[src/rtl/multicycle_ctrl_pkg.sv]
// Shared encodings for the multi-cycle MIPS-subset controller: opcodes, FSM states,
// datapath mux codes and the packed control word driven toward the datapath.
package multicycle_ctrl_pkg;

  localparam logic [5:0] OP_RTYPE = 6'h00;
  localparam logic [5:0] OP_LW    = 6'h23;
  localparam logic [5:0] OP_SW    = 6'h2B;
  localparam logic [5:0] OP_BEQ   = 6'h04;
  localparam logic [5:0] OP_J     = 6'h02;

  typedef enum logic [3:0] {
    ST_FETCH    = 4'd0,
    ST_DECODE   = 4'd1,
    ST_MEM_ADDR = 4'd2,
    ST_MEM_RD   = 4'd3,
    ST_MEM_WB   = 4'd4,
    ST_MEM_WR   = 4'd5,
    ST_EXEC     = 4'd6,
    ST_ALU_WB   = 4'd7,
    ST_BRANCH   = 4'd8,
    ST_JUMP     = 4'd9,
    ST_FAULT    = 4'd10
  } state_e;

  localparam logic [1:0] ALU_ADD   = 2'b00;
  localparam logic [1:0] ALU_SUB   = 2'b01;
  localparam logic [1:0] ALU_FUNCT = 2'b10;

  localparam logic [1:0] PCSRC_ALU    = 2'b00;
  localparam logic [1:0] PCSRC_ALUOUT = 2'b01;
  localparam logic [1:0] PCSRC_JUMP   = 2'b10;

  localparam logic [1:0] SRCB_RT      = 2'b00;
  localparam logic [1:0] SRCB_FOUR    = 2'b01;
  localparam logic [1:0] SRCB_IMM     = 2'b10;
  localparam logic [1:0] SRCB_IMM_SH2 = 2'b11;

  typedef struct packed {
    logic       mem_req;
    logic       mem_we;
    logic       i_or_d;
    logic       ir_write;
    logic       pc_write;
    logic       pc_write_cond;
    logic [1:0] pc_source;
    logic       alu_src_a;
    logic [1:0] alu_src_b;
    logic [1:0] alu_op;
    logic       reg_dst;
    logic       reg_write;
    logic       mem_to_reg;
  } ctrl_t;

  // True for the states that hold mem_req and can stall on mem_ready.
  function automatic logic is_mem_state(input state_e st);
    return (st == ST_FETCH) || (st == ST_MEM_RD) || (st == ST_MEM_WR);
  endfunction

endpackage

[src/rtl/multicycle_ctrl_if.sv]
// Controller <-> datapath/memory bundle: opcode and memory handshake in, control word out.
interface multicycle_ctrl_if;

  logic [5:0] opcode;
  logic       mem_ready;
  logic       mem_req;
  logic       mem_we;
  logic       i_or_d;
  logic       ir_write;
  logic       pc_write;
  logic       pc_write_cond;
  logic [1:0] pc_source;
  logic       alu_src_a;
  logic [1:0] alu_src_b;
  logic [1:0] alu_op;
  logic       reg_dst;
  logic       reg_write;
  logic       mem_to_reg;

  modport master (
    input  opcode, mem_ready,
    output mem_req, mem_we, i_or_d, ir_write, pc_write, pc_write_cond, pc_source,
           alu_src_a, alu_src_b, alu_op, reg_dst, reg_write, mem_to_reg
  );

  modport slave (
    output opcode, mem_ready,
    input  mem_req, mem_we, i_or_d, ir_write, pc_write, pc_write_cond, pc_source,
           alu_src_a, alu_src_b, alu_op, reg_dst, reg_write, mem_to_reg
  );

endinterface

[src/rtl/multicycle_ctrl_mem_wait_timer.sv]
// Counts consecutive stalled memory cycles; timeout_o fires on the cycle the count
// would reach MEM_TIMEOUT while still stalled, so the FSM can divert to FAULT that edge.
module multicycle_ctrl_mem_wait_timer #(
  parameter int MEM_TIMEOUT = 16
) (
  input  logic clk,
  input  logic rst_n,
  input  logic wait_i,
  input  logic clear_i,
  output logic timeout_o
);

  localparam int CW = $clog2(MEM_TIMEOUT + 1);

  logic [CW-1:0] cnt_q, cnt_d;

  assign timeout_o = wait_i && (cnt_q == CW'(MEM_TIMEOUT - 1));

  always_comb begin
    cnt_d = cnt_q;
    if (clear_i || timeout_o) begin
      cnt_d = '0;
    end else if (wait_i) begin
      cnt_d = cnt_q + CW'(1);
    end
  end

  always_ff @(posedge clk) begin
    if (!rst_n) begin
      cnt_q <= '0;
    end else begin
      cnt_q <= cnt_d;
    end
  end

endmodule

[src/rtl/multicycle_ctrl.sv]
// Moore FSM sequencing a shared-memory multi-cycle MIPS-subset datapath, with memory
// wait timeout, sticky fault flags and a wrapping retired-instruction counter.
module multicycle_ctrl
  import multicycle_ctrl_pkg::*;
#(
  parameter int MEM_TIMEOUT = 16,
  parameter int CNT_W       = 32
) (
  input  logic               clk,
  input  logic               rst_n,
  multicycle_ctrl_if.master  bus,
  output logic               bus_error,
  output logic               illegal_op,
  output logic [3:0]         state_o,
  output logic [CNT_W-1:0]   instr_count
);

  state_e           state_q, state_d;
  logic [CNT_W-1:0] count_q;
  logic             bus_err_q, ill_op_q;
  ctrl_t            ctl;
  logic             retire, set_bus_err, set_ill_op;
  logic             mem_wait, wait_clear, timeout;

  assign mem_wait   = rst_n && is_mem_state(state_q) && !bus.mem_ready;
  assign wait_clear = !rst_n || !is_mem_state(state_q) || bus.mem_ready;

  multicycle_ctrl_mem_wait_timer #(.MEM_TIMEOUT(MEM_TIMEOUT)) u_wait_timer (
    .clk       (clk),
    .rst_n     (rst_n),
    .wait_i    (mem_wait),
    .clear_i   (wait_clear),
    .timeout_o (timeout)
  );

  always_comb begin
    state_d     = state_q;
    ctl         = '0;
    retire      = 1'b0;
    set_bus_err = 1'b0;
    set_ill_op  = 1'b0;
    case (state_q)
      ST_FETCH: begin
        ctl.mem_req   = 1'b1;
        ctl.alu_src_b = SRCB_FOUR;
        ctl.alu_op    = ALU_ADD;
        if (bus.mem_ready) begin
          ctl.ir_write  = 1'b1;
          ctl.pc_write  = 1'b1;
          ctl.pc_source = PCSRC_ALU;
          state_d       = ST_DECODE;
        end else if (timeout) begin
          state_d     = ST_FAULT;
          set_bus_err = 1'b1;
        end
      end
      ST_DECODE: begin
        // Speculatively form the branch target into ALUOut.
        ctl.alu_src_b = SRCB_IMM_SH2;
        ctl.alu_op    = ALU_ADD;
        case (bus.opcode)
          OP_RTYPE:     state_d = ST_EXEC;
          OP_LW, OP_SW: state_d = ST_MEM_ADDR;
          OP_BEQ:       state_d = ST_BRANCH;
          OP_J:         state_d = ST_JUMP;
          default: begin
            state_d    = ST_FAULT;
            set_ill_op = 1'b1;
          end
        endcase
      end
      ST_MEM_ADDR: begin
        ctl.alu_src_a = 1'b1;
        ctl.alu_src_b = SRCB_IMM;
        ctl.alu_op    = ALU_ADD;
        if (bus.opcode == OP_LW) begin
          state_d = ST_MEM_RD;
        end else if (bus.opcode == OP_SW) begin
          state_d = ST_MEM_WR;
        end else begin
          state_d    = ST_FAULT;
          set_ill_op = 1'b1;
        end
      end
      ST_MEM_RD: begin
        ctl.mem_req = 1'b1;
        ctl.i_or_d  = 1'b1;
        if (bus.mem_ready) begin
          state_d = ST_MEM_WB;
        end else if (timeout) begin
          state_d     = ST_FAULT;
          set_bus_err = 1'b1;
        end
      end
      ST_MEM_WB: begin
        ctl.reg_write  = 1'b1;
        ctl.mem_to_reg = 1'b1;
        retire         = 1'b1;
        state_d        = ST_FETCH;
      end
      ST_MEM_WR: begin
        ctl.mem_req = 1'b1;
        ctl.mem_we  = 1'b1;
        ctl.i_or_d  = 1'b1;
        if (bus.mem_ready) begin
          retire  = 1'b1;
          state_d = ST_FETCH;
        end else if (timeout) begin
          state_d     = ST_FAULT;
          set_bus_err = 1'b1;
        end
      end
      ST_EXEC: begin
        ctl.alu_src_a = 1'b1;
        ctl.alu_src_b = SRCB_RT;
        ctl.alu_op    = ALU_FUNCT;
        state_d       = ST_ALU_WB;
      end
      ST_ALU_WB: begin
        ctl.reg_write = 1'b1;
        ctl.reg_dst   = 1'b1;
        retire        = 1'b1;
        state_d       = ST_FETCH;
      end
      ST_BRANCH: begin
        ctl.alu_src_a     = 1'b1;
        ctl.alu_src_b     = SRCB_RT;
        ctl.alu_op        = ALU_SUB;
        ctl.pc_write_cond = 1'b1;
        ctl.pc_source     = PCSRC_ALUOUT;
        retire            = 1'b1;
        state_d           = ST_FETCH;
      end
      ST_JUMP: begin
        ctl.pc_write  = 1'b1;
        ctl.pc_source = PCSRC_JUMP;
        retire        = 1'b1;
        state_d       = ST_FETCH;
      end
      ST_FAULT: state_d = ST_FAULT;
      default:  state_d = ST_FETCH;
    endcase
    // Reset must silence the datapath immediately, even mid-transaction.
    if (!rst_n) begin
      ctl = '0;
    end
  end

  always_ff @(posedge clk) begin
    if (!rst_n) begin
      state_q   <= ST_FETCH;
      count_q   <= '0;
      bus_err_q <= 1'b0;
      ill_op_q  <= 1'b0;
    end else begin
      state_q <= state_d;
      if (retire)      count_q   <= count_q + CNT_W'(1);
      if (set_bus_err) bus_err_q <= 1'b1;
      if (set_ill_op)  ill_op_q  <= 1'b1;
    end
  end

  assign bus.mem_req       = ctl.mem_req;
  assign bus.mem_we        = ctl.mem_we;
  assign bus.i_or_d        = ctl.i_or_d;
  assign bus.ir_write      = ctl.ir_write;
  assign bus.pc_write      = ctl.pc_write;
  assign bus.pc_write_cond = ctl.pc_write_cond;
  assign bus.pc_source     = ctl.pc_source;
  assign bus.alu_src_a     = ctl.alu_src_a;
  assign bus.alu_src_b     = ctl.alu_src_b;
  assign bus.alu_op        = ctl.alu_op;
  assign bus.reg_dst       = ctl.reg_dst;
  assign bus.reg_write     = ctl.reg_write;
  assign bus.mem_to_reg    = ctl.mem_to_reg;

  assign bus_error   = bus_err_q;
  assign illegal_op  = ill_op_q;
  assign state_o     = state_q;
  assign instr_count = count_q;

endmodule

[src/flat_wrapper.sv]
// flat-port wrapper written by rule: the top's interface ports become plain ports
module multicycle_ctrl_flat import multicycle_ctrl_pkg::*;
#(
  parameter int MEM_TIMEOUT = 16,
  parameter int CNT_W       = 32
)
  (clk, rst_n, bus_error, illegal_op, state_o, instr_count, bus_opcode, bus_mem_ready, bus_mem_req, bus_mem_we, bus_i_or_d, bus_ir_write, bus_pc_write, bus_pc_write_cond, bus_pc_source, bus_alu_src_a, bus_alu_src_b, bus_alu_op, bus_reg_dst, bus_reg_write, bus_mem_to_reg);
  multicycle_ctrl_if bus_i ();
  input  logic clk;
  input  logic rst_n;
  output logic bus_error;
  output logic illegal_op;
  output logic [3:0] state_o;
  output logic [CNT_W-1:0] instr_count;
  input wire logic [$bits(bus_i.opcode)-1:0] bus_opcode;
  input wire logic [$bits(bus_i.mem_ready)-1:0] bus_mem_ready;
  output wire logic [$bits(bus_i.mem_req)-1:0] bus_mem_req;
  output wire logic [$bits(bus_i.mem_we)-1:0] bus_mem_we;
  output wire logic [$bits(bus_i.i_or_d)-1:0] bus_i_or_d;
  output wire logic [$bits(bus_i.ir_write)-1:0] bus_ir_write;
  output wire logic [$bits(bus_i.pc_write)-1:0] bus_pc_write;
  output wire logic [$bits(bus_i.pc_write_cond)-1:0] bus_pc_write_cond;
  output wire logic [$bits(bus_i.pc_source)-1:0] bus_pc_source;
  output wire logic [$bits(bus_i.alu_src_a)-1:0] bus_alu_src_a;
  output wire logic [$bits(bus_i.alu_src_b)-1:0] bus_alu_src_b;
  output wire logic [$bits(bus_i.alu_op)-1:0] bus_alu_op;
  output wire logic [$bits(bus_i.reg_dst)-1:0] bus_reg_dst;
  output wire logic [$bits(bus_i.reg_write)-1:0] bus_reg_write;
  output wire logic [$bits(bus_i.mem_to_reg)-1:0] bus_mem_to_reg;
  assign bus_i.opcode = bus_opcode;
  assign bus_i.mem_ready = bus_mem_ready;
  assign bus_mem_req = bus_i.mem_req;
  assign bus_mem_we = bus_i.mem_we;
  assign bus_i_or_d = bus_i.i_or_d;
  assign bus_ir_write = bus_i.ir_write;
  assign bus_pc_write = bus_i.pc_write;
  assign bus_pc_write_cond = bus_i.pc_write_cond;
  assign bus_pc_source = bus_i.pc_source;
  assign bus_alu_src_a = bus_i.alu_src_a;
  assign bus_alu_src_b = bus_i.alu_src_b;
  assign bus_alu_op = bus_i.alu_op;
  assign bus_reg_dst = bus_i.reg_dst;
  assign bus_reg_write = bus_i.reg_write;
  assign bus_mem_to_reg = bus_i.mem_to_reg;
  multicycle_ctrl #(.MEM_TIMEOUT(MEM_TIMEOUT), .CNT_W(CNT_W)) u_core (.clk(clk), .rst_n(rst_n), .bus(bus_i), .bus_error(bus_error), .illegal_op(illegal_op), .state_o(state_o), .instr_count(instr_count));
endmodule
[config.mk]
export PLATFORM = sky130hd
export DESIGN_NAME = multicycle_ctrl_flat
export DESIGN_NICKNAME = d
export VERILOG_FILES = /design/src/rtl/multicycle_ctrl_pkg.sv /design/src/rtl/multicycle_ctrl_if.sv /design/src/rtl/multicycle_ctrl_mem_wait_timer.sv /design/src/rtl/multicycle_ctrl.sv /design/src/flat_wrapper.sv
export SDC_FILE = /design/constraint.sdc
export NUM_CORES = 1
export LEC_CHECK = 0
export CORE_MARGIN = 2
export CORE_UTILIZATION = 25
export DETAILED_ROUTE_END_ITERATION = 16
export SLEW_MARGIN = 20
export SYNTH_ARGS = -nofsm -noshare
export SYNTH_HDL_FRONTEND = slang
export SYNTH_SLANG_ARGS = --single-unit
export TNS_END_PERCENT = 1
[constraint.sdc]
create_clock -name clk -period 3 [get_ports clk]
set_input_delay 0.6 -clock clk [delete_from_list [all_inputs] [get_ports clk]]
set_output_delay 0.6 -clock clk [all_outputs]
set_load 0.05 [all_outputs]
==> metrics <==
status complete, no violations; Detail Placement HPWL 4560 um; Area growth syn-to-layout 41.5%; Remaining DRCs 0; WP buf/inv 3; Synth area leader dfxtp_1; port bufs 62; slowest CP cell clkdlybuf4s50_1; Placed Area 3360 sq um; cts hold-fix bufs 0; post-route cell area 3450 sq um; final worst slack 0.311 ns; placed cells 475; Worst VDD drop 0.257 mV; Setup crit start rst_n; clock-pin slew on the worst setup and hold paths 0.07 ns; origin of the critical flop-to-flop path u_core.state_o[0]; utilization after layout 35.9%; Post-CTS Setup Repair Bufs 0; Initial Utilization 25.4%; wire per inst 13.0 um; WP data arrival 2.09 ns; FP Rows 36; R2R setup slack 0.76 ns; I/O pin cnt 63; leak pwr 1.20 nW; Tcrit/Tclk final 89.6%; final setup fails 0; Max-cap violations 0; CP Capture Type output pin; Net count, final 361; Non-Filler Instances 483; sequential area share after synthesis 35.4%; GR Util All Layers 12.3%; Fillers 1,011; 1st-pass router iterations 6; max frequency 0.372 GHz; depth of the CTS H-tree 2; Async SR Flop Fraction 0%; pwr dens 605 nW/um^2; Setup CP Type primary input to output pin; core area 9590 sq um; Syn Area/Cell 8.45 sq um; CP cell instances clkdlybuf4s50_1 > clkinv_1 > or2_2 > nor2_1 > or2_2 > buf_12; Synth Instances 288; fin. max-slew vios 0; WP data required 2.40 ns; clock root cell clkbuf_8; Clk Latency, worst-skew pair 0.30 ns; synth top area cells dfxtp_1, xor2_1, nor2_1, a21oi_1, o21ai_0; Ys Warns 0; Synth cell types 52; global-route wire length before repair 10,600 um; critical path's most frequent cell or2_2; syn nets 300; largest net degree at the start of global routing 34; routability congestion estimate 0.779; cts bufs inserted 5; Cell Area, Synth 2430 sq um; Slew Limit Headroom 56.8%; Clock Skew 0.0125 ns; worst-case hold slack 0.453 ns; DIE HEIGHT 103 um; CP peak stage delay 0.52 ns; die area 10,500 sq um; min Tclk post-route 2.69 ns; initial drt markers 59; Vias 2,337; synthesized flop and latch total 43; Yosys top cell area share 35.4%; Worst setup SP type primary input; Total Power 2.09 mW; die width 103 um; TritonCTS clock tree yes; layout cell share with drive strength beyond 1 14.0%; grt ovf 0; Sink Count 43; Post-synth EDFFs 0; CP Max Fanout 4; vias in the first global route 2,272; Vias/cell 4.84; worst-margin pin slew 0.647 ns; CP top delay family buffers and inverters; Setup WS pre-CTS 0.287 ns; WL final 6260 um; Final Hold Vio Count 0; n_diodes 0; ys flop type dfxtp_1; Resize count post-CTS 0; hold path start u_core.u_wait_timer.cnt_q[0]; clock tree buffer depth 2; initial antenna violation count 0; Hold Path Class flip-flop to flip-flop; unrepaired setup endpoints after global routing no; Setup TNS 0 ns; Final ANT Viol Nets 0
cells in the mapped netlist (all sizes together) (2+ instances only):
cell type and count:
and2 2, ha 3, inv 6, o211ai 8
nand3b 2, nand4 4, dfxtp 43, buf 9
and4 3, nand3 7, a21oi 20, or4 3
a31oi 5, clkbuf 8, nor3 13, o2111ai 9
or2 3, xnor2 4, nand2b 9, nand2 15
o21ai 19, nor3b 2, xor2 18, nor4 4
nor2 32, or3 13, and3 8
cell families after synthesis:
kind of cell / Yosys count / share of synthesized area [%]
compound gates: 71 / 20.5
xor+xnor: 22 / 7.91
fa+ha+maj: 3 / 1.54
buf+inv: 24 / 4.98
flops: 43 / 35.4
mux: 1 / 0.462
simple gates: 124 / 29.2
routing by layer:
layer,GRT usage (%),vias up,part of all wire (%)
li1,-,1174,-
met1,15.2,1103,45
met2,22.0,55,49
met3,2.85,5,5.3
met4,2.46,0,0.83
met5,0,-,0
registers in the layout (all words and copies together), names as in the netlist:
signal / cells
u_core.illegal_op: 1
u_core.u_wait_timer.cnt_q: 5
u_core.state_o: 4
u_core.bus_error: 1
u_core.instr_count: 32
cell usage in the layout, fill, tap and decap left out, types with 3 or more instances in the layout:
master and n:
nand4_1 3, a31oi_1 5, ha_1 3, o2111ai_1 7, nor3_1 10, o21ai_0 19, nand2b_1 8, or3_1 13
and4_1 3, or2_2 3, and3_1 8, buf_4 9, inv_1 6, a21oi_1 20, o211ai_1 6, nor4_1 3
clkdlybuf4s50_1 46, nand2_1 15, xnor2_1 4, nor2_1 32, dfxtp_1 43, xor2_1 18, buf_12 16, or4_1 3
nand3_1 7, clkbuf_8 5
worst register-to-register path, stage by stage (launching register included):
cell and delay (ns):
dfxtp_1 0.73, nand2_1 0.20, o22ai_2 0.50, o2111ai_4 0.22, or3_1 0.40, a21oi_1 0.13
area by class of cell:
cell class                      instances  area, sq um  share of cell area [%]
Sequential cell                        43          861                    25.0
Clock buffer                            6         72.6                    2.11
Tap cell                              133          166                    4.83
Timing Repair Buffer                   71          848                    24.6
Clock inverter                          2         12.5                   0.363
Inverter                                7         26.3                   0.763
Multi-Input combinational cell        221         1460                    42.3
power by group:
group | leakage, nW | internal (mW) | switching, mW | total [mW]
sequential | 0.347 | 0.609 | 0.106 | 0.715
combinational | 0.811 | 0.423 | 0.578 | 1.00
clock | 0.0412 | 0.163 | 0.206 | 0.370
total | 1.20 | 1.20 | 0.890 | 2.09
final timing paths:
path,to,cells past startpoint
setup / recovery,bus_reg_write,6
hold / removal,u_core.u_wait_timer.cnt_q[0],1
setup reg to reg,u_core.instr_count[31],5
hold reg to reg,u_core.u_wait_timer.cnt_q[0],1
(Power assumes the default switching activity.)
